--- config.mk ---
export PLATFORM = sky130hd
export DESIGN_NAME = telem_tx_sched
export DESIGN_NICKNAME = d
export VERILOG_FILES = /design/src/rtl/telem_tx_sched.sv
export SDC_FILE = /design/constraint.sdc
export NUM_CORES = 1
export LEC_CHECK = 0
export ABC_CLOCK_PERIOD_IN_PS = 6100
export BUFFER_PORTS_ARGS = -buffer_cell sky130_fd_sc_hd__buf_2
export CORE_UTILIZATION = 40
export DETAILED_ROUTE_END_ITERATION = 16
export RECOVER_POWER = 100
export SLEW_MARGIN = 20
export SYNTH_ARGS = -nofsm -noshare
export SYNTH_HDL_FRONTEND = slang
export SYNTH_SLANG_ARGS = --single-unit
--- constraint.sdc ---
create_clock -name clk -period 6.1 [get_ports clk]
set_clock_uncertainty 0.2 [all_clocks]
set_input_delay 0.305 -clock clk [delete_from_list [all_inputs] [get_ports clk]]
set_output_delay 0.305 -clock clk [all_outputs]
set_load 0.1 [all_outputs]
--- src/rtl/telem_tx_sched.sv ---
// Byte scheduler sharing one UART transmitter between single-byte command responses
// and 11-byte checksummed telemetry packets; responses win arbitration in idle.
module telem_tx_sched #(
  parameter logic [7:0] HDR0 = 8'hAA,
  parameter logic [7:0] HDR1 = 8'h55
) (
  input  logic        clk,
  input  logic        rst_n,
  input  logic        send_telem,
  input  logic [15:0] ptch,
  input  logic [15:0] roll,
  input  logic [15:0] yaw,
  input  logic [15:0] batt,
  input  logic        resp_req,
  input  logic [7:0]  resp_byte,
  input  logic        tx_done,
  output logic        trmt,
  output logic [7:0]  tx_data,
  output logic        busy,
  output logic        pkt_done,
  output logic        ovr
);

  typedef enum logic [1:0] {StIdle, StIssue, StWait} state_e;
  typedef enum logic {ModeRsp, ModeTel} mode_e;

  state_e      state_q, state_d;
  mode_e       mode_q, mode_d;
  logic [3:0]  idx_q, idx_d;
  logic [7:0]  sum_q, sum_d;
  logic [63:0] snap_q, snap_d;
  logic        tel_pend_q, tel_pend_d;
  logic        rsp_pend_q, rsp_pend_d;
  logic [7:0]  rsp_reg_q, rsp_reg_d;
  logic [7:0]  tx_data_q, tx_data_d;
  logic        trmt_q, busy_q, pkt_done_q, pkt_done_d, ovr_q, ovr_d;
  logic        tel_clr, rsp_clr;
  logic [3:0]  nxt_idx;
  logic [2:0]  pay_off;
  logic [7:0]  pkt_byte;

  // Byte for the index about to be issued; payload bytes come from the snapshot, MSB first.
  always_comb begin
    nxt_idx = 4'(idx_q + 4'd1);
    pay_off = 3'(4'd9 - nxt_idx);
    unique case (nxt_idx)
      4'd1:    pkt_byte = HDR1;
      4'd10:   pkt_byte = ~sum_q;
      default: pkt_byte = snap_q[{pay_off, 3'b000} +: 8];
    endcase
  end

  always_comb begin
    state_d    = state_q;
    mode_d     = mode_q;
    idx_d      = idx_q;
    sum_d      = sum_q;
    snap_d     = snap_q;
    tx_data_d  = tx_data_q;
    pkt_done_d = 1'b0;
    tel_clr    = 1'b0;
    rsp_clr    = 1'b0;
    unique case (state_q)
      StIdle: begin
        if (rsp_pend_q) begin
          tx_data_d = rsp_reg_q;
          mode_d    = ModeRsp;
          rsp_clr   = 1'b1;
          state_d   = StIssue;
        end else if (tel_pend_q) begin
          snap_d    = {ptch, roll, yaw, batt};
          sum_d     = 8'h00;
          idx_d     = 4'd0;
          tx_data_d = HDR0;
          mode_d    = ModeTel;
          tel_clr   = 1'b1;
          state_d   = StIssue;
        end
      end
      StIssue: state_d = StWait;
      StWait: begin
        if (tx_done) begin
          if (mode_q == ModeRsp) begin
            state_d = StIdle;
          end else if (idx_q != 4'd10) begin
            idx_d     = nxt_idx;
            tx_data_d = pkt_byte;
            if (nxt_idx != 4'd1 && nxt_idx != 4'd10) sum_d = sum_q + pkt_byte;
            state_d   = StIssue;
          end else begin
            pkt_done_d = 1'b1;
            state_d    = StIdle;
          end
        end
      end
      default: state_d = StIdle;
    endcase

    // A request landing on the cycle its flag clears becomes a fresh pending request.
    tel_pend_d = (tel_pend_q & ~tel_clr) | send_telem;
    rsp_pend_d = (rsp_pend_q & ~rsp_clr) | resp_req;
    rsp_reg_d  = resp_req ? resp_byte : rsp_reg_q;
    ovr_d      = (send_telem & tel_pend_q & ~tel_clr) | (resp_req & rsp_pend_q & ~rsp_clr);
  end

  always_ff @(posedge clk or negedge rst_n) begin
    if (!rst_n) begin
      state_q    <= StIdle;
      mode_q     <= ModeRsp;
      idx_q      <= 4'd0;
      sum_q      <= 8'h00;
      snap_q     <= 64'h0;
      tel_pend_q <= 1'b0;
      rsp_pend_q <= 1'b0;
      rsp_reg_q  <= 8'h00;
      tx_data_q  <= 8'h00;
      trmt_q     <= 1'b0;
      busy_q     <= 1'b0;
      pkt_done_q <= 1'b0;
      ovr_q      <= 1'b0;
    end else begin
      state_q    <= state_d;
      mode_q     <= mode_d;
      idx_q      <= idx_d;
      sum_q      <= sum_d;
      snap_q     <= snap_d;
      tel_pend_q <= tel_pend_d;
      rsp_pend_q <= rsp_pend_d;
      rsp_reg_q  <= rsp_reg_d;
      tx_data_q  <= tx_data_d;
      trmt_q     <= (state_d == StIssue);
      busy_q     <= (state_d != StIdle);
      pkt_done_q <= pkt_done_d;
      ovr_q      <= ovr_d;
    end
  end

  assign trmt     = trmt_q;
  assign tx_data  = tx_data_q;
  assign busy     = busy_q;
  assign pkt_done = pkt_done_q;
  assign ovr      = ovr_q;

endmodule

== Yosys cells after proc, flatten, opt, wreduce, memory -nomap -nowiden ==
Index checks and enable logic that the tools add are counted.
Operators by class
  add/sub/neg operators: 3
  $mul: 0
  div/mod/pow operators: 0
  $lt $le $gt $ge: 0
  equality and inequality tests: 15
  shifts and indexed selects: 1
  multiplexer cells: 37
  bitwise logic cells: 13
  reductions and logical operators: 10
Operator list (count)
  2-to-1 mux 8 bit: 11
  variable part select 64 x 7 -> 8 bit: 1
  case mux 8 bit (2 select lines): 3
  2-to-1 mux 4 bit: 5
  2-to-1 mux 1 bit: 13
  != test 2 bit, second input constant: 6
  adder 8 bit: 1
  != test 4 bit, second input constant: 2
  inverter 8 bit: 1
  case mux 4 bit (2 select lines): 1
  AND reduction 7 bit: 1
  AND 1 bit: 6
  2-to-1 mux 2 bit: 3
  case mux 2 bit (3 select lines): 1
  AND reduction 6 bit: 1
  nonzero test 2 bit: 3
  AND reduction 5 bit: 1
  adder 4 x 1 -> 4 bit, second input constant: 1
  equality test 2 x 1 -> 1 bit, second input constant: 2
  equality test 4 x 1 -> 1 bit, second input constant: 1
  equality test 4 bit, second input constant: 1
  != test 4 x 1 -> 1 bit, second input constant: 1
  != test 3 bit, second input constant: 1
  inverter 1 bit: 3
  other kinds (7): 9
Storage, ports and cells
  register bits: 101
  latch bits: 0
  bits in writable memories: 0
  bits in read-only memories: 0
  bits of input ports: 77
  word-level logic and storage cells: 92
  memories kept: 0

== Logic depth before layout (Yosys ltp) ==
Gate-level depths: netlist of the first run.
  depth after elaboration: 10
  depth in mapped cells: 18

== Worst setup path before layout of the first run ==
OpenSTA, ideal clock, no wires.
  path type: register to register
  from: register idx_q[0]
  to: register sum_q[6]
  arrival: 3426 ps
  data required time: 5778 ps
  setup slack: 2352 ps
  cell stages (with the launch flop): 19
  path buffers: 2
  cell sequence: dfrtp_1 -> inv_2 -> ha_1 -> clkbuf_1 -> clkbuf_1 -> nand3b_1 -> o311ai_0 -> a21oi_1 -> o21ai_1 -> inv_1 -> ha_1 -> inv_1 -> fa_1 -> nor2b_1 -> o21ai_0 -> a21boi_0 -> o21a_1 -> or3_1 -> a32o_1
Between the ends
  longest elaborated chain between the ends: 10
  elaborated cells between the ends (all ways): 19
  classes of those cells: add/sub: 3; eq/ne: 7; shift: 1; mux: 6; reduce/logical: 2
Ends and longest elaborated chain
  from (decl): line 29  | logic [3:0] idx_q, idx_d;
  from (signal assigned): line 124  | idx_q <= idx_d;
  adder 4 x 1 -> 4 bit: line 44  | nxt_idx = 4'(idx_q + 4'd1);
  subtractor 1 x 3 -> 3 bit: line 45  | pay_off = 3'(4'd9 - nxt_idx);
  variable part select 64 x 7 -> 8 bit: line 49  | default: pkt_byte = snap_q[{pay_off, 3'b000} +: 8];
  case mux 8 bit (2 select lines): line 46  | unique case (nxt_idx)
  adder 8 bit: line 88  | if (nxt_idx != 4'd1 && nxt_idx != 4'd10) sum_d = sum_q + pkt_byte;
  2-to-1 mux 8 bit: line 88
  2-to-1 mux 8 bit: line 85  | end else if (idx_q != 4'd10) begin
  2-to-1 mux 8 bit: line 83  | if (mode_q == ModeRsp) begin
  2-to-1 mux 8 bit: line 82  | if (tx_done) begin
  case mux 8 bit (2 select lines): line 63  | unique case (state_q)
  to (signal assigned): line 125  | sum_q <= sum_d;
  to (decl): line 30  | logic [7:0] sum_q, sum_d;
Several ways; a longest one is shown, not always the timed one. The select of a mux whose other input is x is not followed.
A chain may end at the register's enable or synchronous reset.

== Worst setup path after layout of the first run ==
Ends and elaborated chain as after synthesis.

==> results of run 1 <==
[path summary, 6_finish.rpt]
path | from | endpoint | slack [ns]
setup / recovery | idx_q[0] | sum_q[6] | 1.0
hold / removal | resp_req | rsp_reg_q[1] | 0.12
setup reg to reg | idx_q[0] | sum_q[6] | 1.0
hold reg to reg | tx_data[5] | tx_data[5] | 0.28
max in group asynchronous | rst_n | snap_q[7] | 2.38
min in group asynchronous | rst_n | ovr | 0.90
[cells by family (layout without fill, tap and decap cells)]
family | Yosys count | in the layout
adders and majority gates | 12 | 12
and+or+nand+nor | 81 | 81
muxes | 91 | 91
DFF | 101 | 101
buffers and inverters | 33 | 197
AOI/OAI and AO/OA | 81 | 81
xor gates and xnor gates | 6 | 6
[registers in the layout (all words and copies together), names as in the netlist]
name	flops
ovr	1
idx_q	4
snap_q	64
rsp_pend_q	1
busy	1
pkt_done	1
trmt	1
rsp_reg_q	8
tel_pend_q	1
sum_q	8
tx_data	8
mode_q	1
state_q	2
[power breakdown]
part / internal [mW] / leakage, nW / switching, mW
registers: 0.976 / 1.22 / 0.213
clock network: 0.301 / 0.143 / 0.250
logic: 0.714 / 1.49 / 0.940
total: 1.99 / 2.85 / 1.40
[critical path: stages (launching register included)]
cell and delay [ns]:
dfrtp_1 0.61, ha_1 0.35, xor2_1 0.90, clkbuf_1 0.43
mux4_1 0.63, nand2_1 0.09, a32oi_1 0.15, ha_1 0.37
nor2b_1 0.15, o21ai_0 0.19, a21boi_0 0.15, o21a_1 0.19
or3_1 0.30, a32o_1 0.25
[per-layer routing]
metal | wire length, um | share of wire, % | up-vias
met5 | 0 | 0 | -
met4 | 186 | 1.6 | 0
met3 | 496 | 4.3 | 13
met2 | 5410 | 47 | 93
met1 | 5460 | 47 | 1847
li1 | - | - | 1814
[stage by stage]
stage	area, sq um	util, %	hold slack [ns]
after detailed placement	5580	46.0	0.106
after global routing	6570	54.2	0.131
after global placement	5580	46.0	0.101
final	6570	54.2	0.122
after CTS	6610	54.5	0.00411
after floorplan	4990	-	-0.191
[synth_stat cells (all sizes together), types with 6 or more instances]
| cell type | number | share of area, % |
|---|---|---|
| a21oi | 16 | 1.6 |
| buf | 10 | 1.4 |
| clkbuf | 9 | 0.68 |
| dfrtp | 101 | 51 |
| ha | 11 | 2.8 |
| inv | 14 | 1.1 |
| mux2 | 73 | 16 |
| mux2i | 6 | 1.2 |
| mux4 | 12 | 5.6 |
| nand2 | 26 | 2.0 |
| nand3 | 8 | 0.80 |
| nor2 | 20 | 1.5 |
| o21ai | 25 | 2.5 |
| o22ai | 6 | 0.75 |
[timing repair]
item / in CTS / in global routing
hold buffers: 74 / 1
buffers inserted: 0 / 0
hold endpoints to repair: 112 / 1
setup endpoints to repair: 0 / 0
[layout by cell type (no fill, tap or decap), types with 6 or more instances in the layout]
master         count
nor2_1            20
o21ai_1            6
nand3_1            8
mux2_2            73
o22ai_1            6
clkbuf_16          9
o21ai_0           19
dfrtp_1          101
inv_1             14
mux4_2             9
dlygate4sd3_1     75
mux2i_1            6
clkbuf_1          15
nand2_1           26
buf_2             75
ha_1              11
a21oi_1           16
[final cells by class]
type | count | area share (%)
Tap cell | 168 | 3.20
Clock buffer | 12 | 3.90
Sequential cell | 101 | 38.5
Inverter | 14 | 0.800
Clock inverter | 4 | 0.476
Timing Repair Buffer | 167 | 18.2
Multi-Input combinational cell | 271 | 34.9
==> impl_metrics.py, run 1 <==
metrics = {
    "placement": {
        "hpwlAfterDp_um": 7870,
        "dp_cells": 646,
        "post-place-ws_ns": 1.54,
        "io_buffers": 88,
        "place.gp.congestion": 0.893,
    },
    "yosys": {
        "ys_seq_area_share_pct": 50.6,
        "synthSimpleGateAreaFrac_pct": 8.00,
        "yosys.area_share.xor_xnor_pct": 1.20,
        "synth.avg_cell_area_sq_um": 12.3,
        "synthCells": 405,
        "netlist_area_sq_mm": 0.00499,
        "synthArstFlopShare_pct": 100,
        "ys_ff_latch": 101,
        "syn_nets": 494,
        "synth_flop_cell": "dfrtp_1",
        "yosysWarnings": 0,
        "synth_edf_count": 0,
        "synth-compound-area-share_pct": 10.6,
        "synth_top_family_by_area": "multiplexers",
        "netlist-cell-type-count": 53,
        "synth.area.mux_share_pct": 23.3,
        "synth_fa_ha_area_share_pct": 3.16,
    },
    "die": {
        "rows": 40,
        "die_area_sq_mm": 0.0129,
        "coreArea_sq_mm": 0.0121,
        "die_x_um": 114,
        "fp.dieH_um": 114,
        "start_util_pct": 41.2,
        "ios": 89,
    },
    "clock_tree": {
        "cts_sinks": 101,
        "cts_max_level": 3,
        "clock_latency_ns": 0.35,
        "path_clk_slew_ns": 0.07,
        "post_cts_resized": 0,
        "cts_tree": "done",
        "cts_root_buf": "clkbuf_16",
        "cts_buffers": 9,
        "max-clock-path-buffers": 2,
    },
    "outcome": {
        "violations": "capacitance limit, slew limit",
        "status": "finished with violations",
    },
    "global_route": {
        "grt_max_degree": 66,
        "gr-usage-met2_pct": 31.0,
        "grtUsageTotal_pct": 19.8,
        "antenna_found_initial": 0,
        "grtUsageMet3_pct": 4.62,
        "grt_pass1_vias": 3815,
        "grt_first_pass_wirelength_um": 19600,
        "grt_use_met1_pct": 26.9,
        "busiest_layer": "met2",
        "overflow": 0,
    },
    "timing": {
        "hold_viol": 0,
        "setup_ws_ns": 0.999,
        "tightest_slew_ns": 2.11,
        "clock.fmax_ghz": 0.196,
        "period_needed_ns": 5.10,
        "period_share_pct": 83.6,
        "rsz0062_at_grt": "no",
        "tns_ns": 0,
        "slew_violations": 104,
        "relSlewSlack_pct": -40.4,
        "setup_violations": 0,
    },
    "layout": {
        "final_cells": 737,
        "final.fill_count": 1074,
        "layout-drive-gt1-share_pct": 31.1,
        "antennaDiodeCount": 0,
        "finalNetCount": 653,
        "seq_area_sq_mm": 0.00253,
        "synthToLayoutAreaGrowth_pct": 31.6,
        "multi_input_area_sq_mm": 0.00229,
    },
    "route": {
        "dr_total_vias": 3767,
        "first_pass_iters": 4,
        "post_drt_wl_per_cell_um": 15.7,
        "viasPerCell": 5.11,
        "drc_errors": 0,
        "drtAntennaViolNets": 0,
        "routed_wl_um": 11600,
        "drtIter0Drc": 184,
    },
    "worst_setup_path": {
        "cp_data_arrival_time_ns": 5.14,
        "start_kind": "flop",
        "critPathRequiredTime_ns": 6.14,
        "worstSetupPathType": "flop to flop",
        "cp_max_fo": 19,
        "crit_path_end_kind": "flop",
        "ff2ff_path_depth": 13,
    },
    "power": {
        "cellLeakagePower_nw": 2.85,
        "peakVddDrop_v": 0.000238,
        "powerDensity_mw_per_mm2": 517,
        "finalPower_mw": 3.39,
    },
    "min_path": {
        "hold_depth": 3,
        "hp-class": "primary input to flop",
    },
    "job": {
        "drv_cap": 2,
    },
}
No activity file was read; power rests on OpenSTA's default activity.
==> run 2, diff against run 1 <==
--- a/config.mk
+++ b/config.mk
@@ -5,7 +5,7 @@
 export SDC_FILE = /design/constraint.sdc
 export NUM_CORES = 1
 export LEC_CHECK = 0
-export ABC_CLOCK_PERIOD_IN_PS = 6100
+export ABC_CLOCK_PERIOD_IN_PS = 4600
 export BUFFER_PORTS_ARGS = -buffer_cell sky130_fd_sc_hd__buf_2
 export CORE_UTILIZATION = 40
 export DETAILED_ROUTE_END_ITERATION = 16
==> constraint.sdc (replaced) <==
create_clock -name clk -period 4.6 [get_ports clk]
set_clock_uncertainty 0.2 [all_clocks]
set_input_delay 0.23 -clock clk [delete_from_list [all_inputs] [get_ports clk]]
set_output_delay 0.23 -clock clk [all_outputs]
set_load 0.1 [all_outputs]
==> impl_metrics.py, run 2 (synthesis gave the netlist of run 1 again) <==
metrics = {
    "global_route": {
        "grt_first_pass_wirelength_um": 19700,
        "grt_max_degree": 65,
        "overflow": 0,
        "grt_pass1_vias": 3900,
        "grtUsageTotal_pct": 19.7,
        "antenna_found_initial": 0,
    },
    "route": {
        "met3_length_um": 501,
        "drtIter0Drc": 228,
        "drtAntennaViolNets": 0,
        "dr_total_vias": 3783,
        "viasPerCell": 5.12,
        "wl_met2_um": 5730,
        "drt-met1-wl_um": 5520,
        "route.top_layer_used": "met4",
        "drc_errors": 0,
        "post_drt_wl_per_cell_um": 16.2,
        "routed_wl_um": 11900,
        "first_pass_iters": 4,
    },
    "worst_setup_path": {
        "cp_data_arrival_time_ns": 4.29,
        "critPathRequiredTime_ns": 4.65,
        "crit_path_end_kind": "flop",
        "start_kind": "flop",
        "cp_max_fo": 8,
        "worstSetupPathType": "flop to flop",
    },
    "timing": {
        "relSlewSlack_pct": -105,
        "rsz0062_at_grt": "no",
        "clock.fmax_ghz": 0.236,
        "tightest_slew_ns": 3.07,
        "setup_ws_ns": 0.368,
        "slew_violations": 124,
        "setup_violations": 0,
        "hold_viol": 0,
        "period_share_pct": 92.0,
        "tns_ns": 0,
        "period_needed_ns": 4.23,
    },
    "clock_tree": {
        "cts_root_buf": "clkbuf_16",
        "cts_sinks": 101,
        "cts_buffers": 9,
        "clock_latency_ns": 0.35,
        "cts_max_level": 3,
        "path_clk_slew_ns": 0.07,
        "max-clock-path-buffers": 2,
        "cts_tree": "done",
    },
    "layout": {
        "final.fill_count": 1078,
        "final_cell_mix": "101 x dfrtp_1, 75 x dlygate4sd3_1, 75 x buf_2",
        "antennaDiodeCount": 0,
        "layout-drive-gt1-share_pct": 32.0,
        "largest_reg_flops": 64,
        "finalNetCount": 655,
        "regMostFlops": "snap_q",
        "layout_commonest_cell": "dfrtp_1",
        "synthToLayoutAreaGrowth_pct": 32.4,
    },
    "placement": {
        "post-place-ws_ns": 0.413,
        "place.gp.congestion": 0.851,
        "io_buffers": 88,
        "hpwlAfterDp_um": 8020,
    },
    "min_path": {
        "hp-class": "primary input to flop",
    },
    "die": {
        "fp.dieH_um": 114,
        "coreArea_sq_mm": 0.0121,
        "start_util_pct": 41.2,
        "ios": 89,
        "rows": 40,
        "die_x_um": 114,
        "die_area_sq_mm": 0.0129,
    },
    "power": {
        "cellLeakagePower_nw": 2.86,
        "powerDensity_mw_per_mm2": 692,
        "peakVddDrop_v": 0.000297,
    },
    "outcome": {
        "violations": "capacitance limit, slew limit",
        "status": "finished with violations",
    },
    "job": {
        "drv_cap": 2,
    },
}
[run 2: cell type report]
class                           count  area, sq um  share of cell area (%)
Sequential cell                   101         2530                    38.2
Multi-Input combinational cell    271         2300                    34.9
Timing Repair Buffer              169         1210                    18.4
Clock buffer                       10          239                    3.62
Tap cell                          168          210                    3.18
Clock inverter                      6         62.6                   0.947
Inverter                           14         52.6                   0.795
[run 2: report_power, final]
part           internal, mW  switching, mW
clock                 0.397          0.357
combinational         0.973           1.26
sequential             1.29          0.287
total                  2.66           1.91
[run 2: what timing repair did]
action / CTS / global route
gates resized for setup: 0 / 1
setup buffers: 0 / 0
hold buffers: 75 / 0
endpoints found under the hold margin: 133 / 0
endpoints found under the setup margin: 0 / 1
[run 2: layer usage]
| layer | up-vias | track usage, % |
|---|---|---|
| li1 | 1818 | - |
| met1 | 1836 | 26.2 |
| met2 | 113 | 32.5 |
| met3 | 16 | 3.83 |
| met4 | 0 | 6.40 |
| met5 | - | 0 |
[run 2: final timing paths]
| kind | cells after the start | start | to | slack (ns) |
|---|---|---|---|---|
| setup / recovery | 13 | idx_q[0] | sum_q[7] | 0.37 |
| hold / removal | 2 | resp_req | rsp_pend_q | 0.06 |
| setup reg to reg | 13 | idx_q[0] | sum_q[7] | 0.37 |
| hold reg to reg | 2 | tx_data[2] | tx_data[2] | 0.29 |
| max in group asynchronous | 3 | rst_n | sum_q[6] | 0.91 |
| min in group asynchronous | 2 | rst_n | ovr | 1.24 |
[run 2: metrics by stage]
| step | instances | hold WS [ns] | power [mW] | utilization, % | cell area, sq um |
|---|---|---|---|---|---|
| after global routing | 739 | 0.0691 | 4.89 | 54.6 | 6610 |
| after detailed placement | 648 | 0.134 | 3.79 | 46.2 | 5590 |
| final | 739 | 0.0595 | 4.57 | 54.6 | 6610 |
| after CTS | 739 | 0.0540 | 4.61 | 54.9 | 6640 |
| after floorplan | 405 | -0.266 | 3.28 | - | 4990 |
| after global placement | 648 | 0.133 | 3.74 | 46.2 | 5590 |
[run 2: worst max-delay path: stages (launching register included)]
cell and delay (ns):
dfrtp_1 0.52, ha_1 0.37, xor2_2 0.46, clkbuf_1 0.31
mux4_2 0.38, mux2i_1 0.21, o22ai_1 0.14, ha_1 0.39
nand3_1 0.11, o211ai_1 0.11, o41a_1 0.38, a21oi_1 0.14
and3b_1 0.19, o31ai_1 0.20
==> run 3, diff against run 2 <==
--- a/config.mk
+++ b/config.mk
@@ -6,7 +6,7 @@
 export NUM_CORES = 1
 export LEC_CHECK = 0
 export ABC_CLOCK_PERIOD_IN_PS = 4600
-export BUFFER_PORTS_ARGS = -buffer_cell sky130_fd_sc_hd__buf_2
+export BUFFER_PORTS_ARGS = -buffer_cell sky130_fd_sc_hd__buf_4
 export CORE_UTILIZATION = 40
 export DETAILED_ROUTE_END_ITERATION = 16
 export RECOVER_POWER = 100
==> impl_metrics.py, run 3 (synthesis gave the netlist of run 1 again) <==
metrics = {
    "die": {
        "ios": 89,
        "start_util_pct": 41.2,
        "rows": 40,
        "coreArea_sq_mm": 0.0121,
        "die_area_sq_mm": 0.0129,
        "die_x_um": 114,
        "fp.dieH_um": 114,
    },
    "worst_setup_path": {
        "r2r_start": "idx_q[1]",
        "cp_max_fo": 11,
        "path_cells": "ha_1, xor2_2, buf_4, nand3b_1, o311ai_0, a21oi_1, o21ai_1, inv_1, ha_1, inv_1, fa_1, nor2b_1, o21ai_0, a21boi_0, o21a_1, or3_1, a32o_1",
        "critPathRequiredTime_ns": 4.64,
        "crit_cells": 17,
        "critical_path_buf_inv_count": 3,
        "max_stage_delay_ns": 0.46,
        "critPathLaunch": "idx_q[1]",
        "worstSetupPathType": "flop to flop",
        "critPathTopFamily": "compound AO/OA/AOI/OAI gates",
        "start_kind": "flop",
        "critPathSlowestCell": "xor2_2",
        "cp_data_arrival_time_ns": 4.20,
        "crit_path_end_kind": "flop",
        "ff2ff_path_depth": 17,
    },
    "layout": {
        "regMostFlops": "snap_q",
        "finalNetCount": 657,
        "layout-drive-gt1-share_pct": 31.2,
        "layout_commonest_cell": "dfrtp_1",
        "largest_reg_flops": 64,
        "final_cell_mix": "101 x dfrtp_1, 77 x dlygate4sd3_1, 77 x buf_4",
        "synthToLayoutAreaGrowth_pct": 37.0,
        "antennaDiodeCount": 0,
        "final_cells": 741,
        "final.fill_count": 1063,
    },
    "route": {
        "first_pass_iters": 5,
        "drtIter0Drc": 161,
        "viasPerCell": 5.05,
        "post_drt_wl_per_cell_um": 16.1,
        "routed_wl_um": 11900,
        "drc_errors": 0,
        "dr_total_vias": 3740,
        "drtAntennaViolNets": 0,
    },
    "global_route": {
        "overflow": 0,
        "antenna_found_initial": 0,
        "grtUsageTotal_pct": 20.1,
        "grt_max_degree": 65,
        "grt_pass1_vias": 3946,
        "grt_first_pass_wirelength_um": 20000,
    },
    "clock_tree": {
        "clock_latency_ns": 0.35,
        "path_clk_slew_ns": 0.07,
        "max-clock-path-buffers": 2,
        "cts_sinks": 101,
        "cts_tree": "done",
        "cts_buffers": 9,
        "cts_root_buf": "clkbuf_16",
        "cts_max_level": 3,
    },
    "power": {
        "powerDensity_mw_per_mm2": 682,
        "peakVddDrop_v": 0.000327,
        "finalPower_mw": 4.66,
        "cellLeakagePower_nw": 2.94,
    },
    "timing": {
        "relSlewSlack_pct": -104,
        "slew_violations": 122,
        "tightest_slew_ns": 3.06,
        "hold_viol": 0,
        "clock.fmax_ghz": 0.241,
        "period_needed_ns": 4.16,
        "period_share_pct": 90.4,
        "tns_ns": 0,
        "rsz0062_at_grt": "no",
        "setup_violations": 0,
    },
    "placement": {
        "hpwlAfterDp_um": 8010,
        "place.gp.congestion": 0.829,
        "dp_cells": 648,
        "io_buffers": 88,
    },
    "job": {
        "drv_cap": 2,
    },
    "outcome": {
        "violations": "capacitance limit, slew limit",
        "status": "finished with violations",
    },
    "min_path": {
        "hp-class": "flop to flop",
        "holdCritStartpoint": "tx_data[7]",
        "hold_depth": 2,
    },
}
[run 3: metal layers]
layer	global-route usage, %	share of wire [%]	wire [um]	vias to the layer above
met5	0	0	0	-
met4	5.96	1.4	172	0
met3	3.93	3.7	435	15
met2	33.6	49	5790	89
met1	26.5	46	5510	1815
li1	-	-	-	1821
[run 3: power by group]
group	switching, mW	total (mW)	internal, mW
Clock	0.349	0.833	0.484
Sequential	0.262	1.56	1.29
Combinational	1.29	2.27	0.986
Total	1.90	4.66	2.76
[run 3: metrics by stage]
stage,hold WS [ns],util (%),setup WS [ns],area (sq um)
final,0.287,56.5,0.443,6840
after global routing,0.319,56.5,0.0409,6840
after CTS,0.299,57.0,0.440,6910
after detailed placement,0.125,48.0,0.484,5810
after global placement,0.121,48.0,0.672,5810
after floorplan,-0.266,-,0.852,4990
[run 3: tightest hold or removal path: stages, from the launching register on]
cell,delay (ns)
dfrtp_1,0.35
nand2_1,0.05
o21ai_0,0.06
[run 3: final cells by class]
class | count | area (sq um) | area share (%)
clock buffers | 9 | 225 | 3.29
clock inverters | 7 | 104 | 1.52
inverters | 14 | 52.6 | 0.769
multi-input cells | 271 | 2300 | 33.7
flip-flops and latches | 101 | 2530 | 37.0
well taps | 168 | 210 | 3.07
repair buffers | 171 | 1420 | 20.7
[run 3: path summary, 6_finish.rpt]
| check | end | slack [ns] |
|---|---|---|
| worst max register to register | sum_q[6] | 0.44 |
| min in group asynchronous | ovr | 1.23 |
| max in group asynchronous | snap_q[39] | 0.88 |
| worst min register to register | tx_data[7] | 0.29 |
| worst max-delay path | sum_q[6] | 0.44 |
| worst min-delay path | tx_data[7] | 0.29 |
[run 3: repair_timing]
item / in CTS / in global routing
gates resized for setup: 0 / 0
hold endpoints to repair: 132 / 0
setup buffers: 0 / 0
hold buffers: 77 / 0
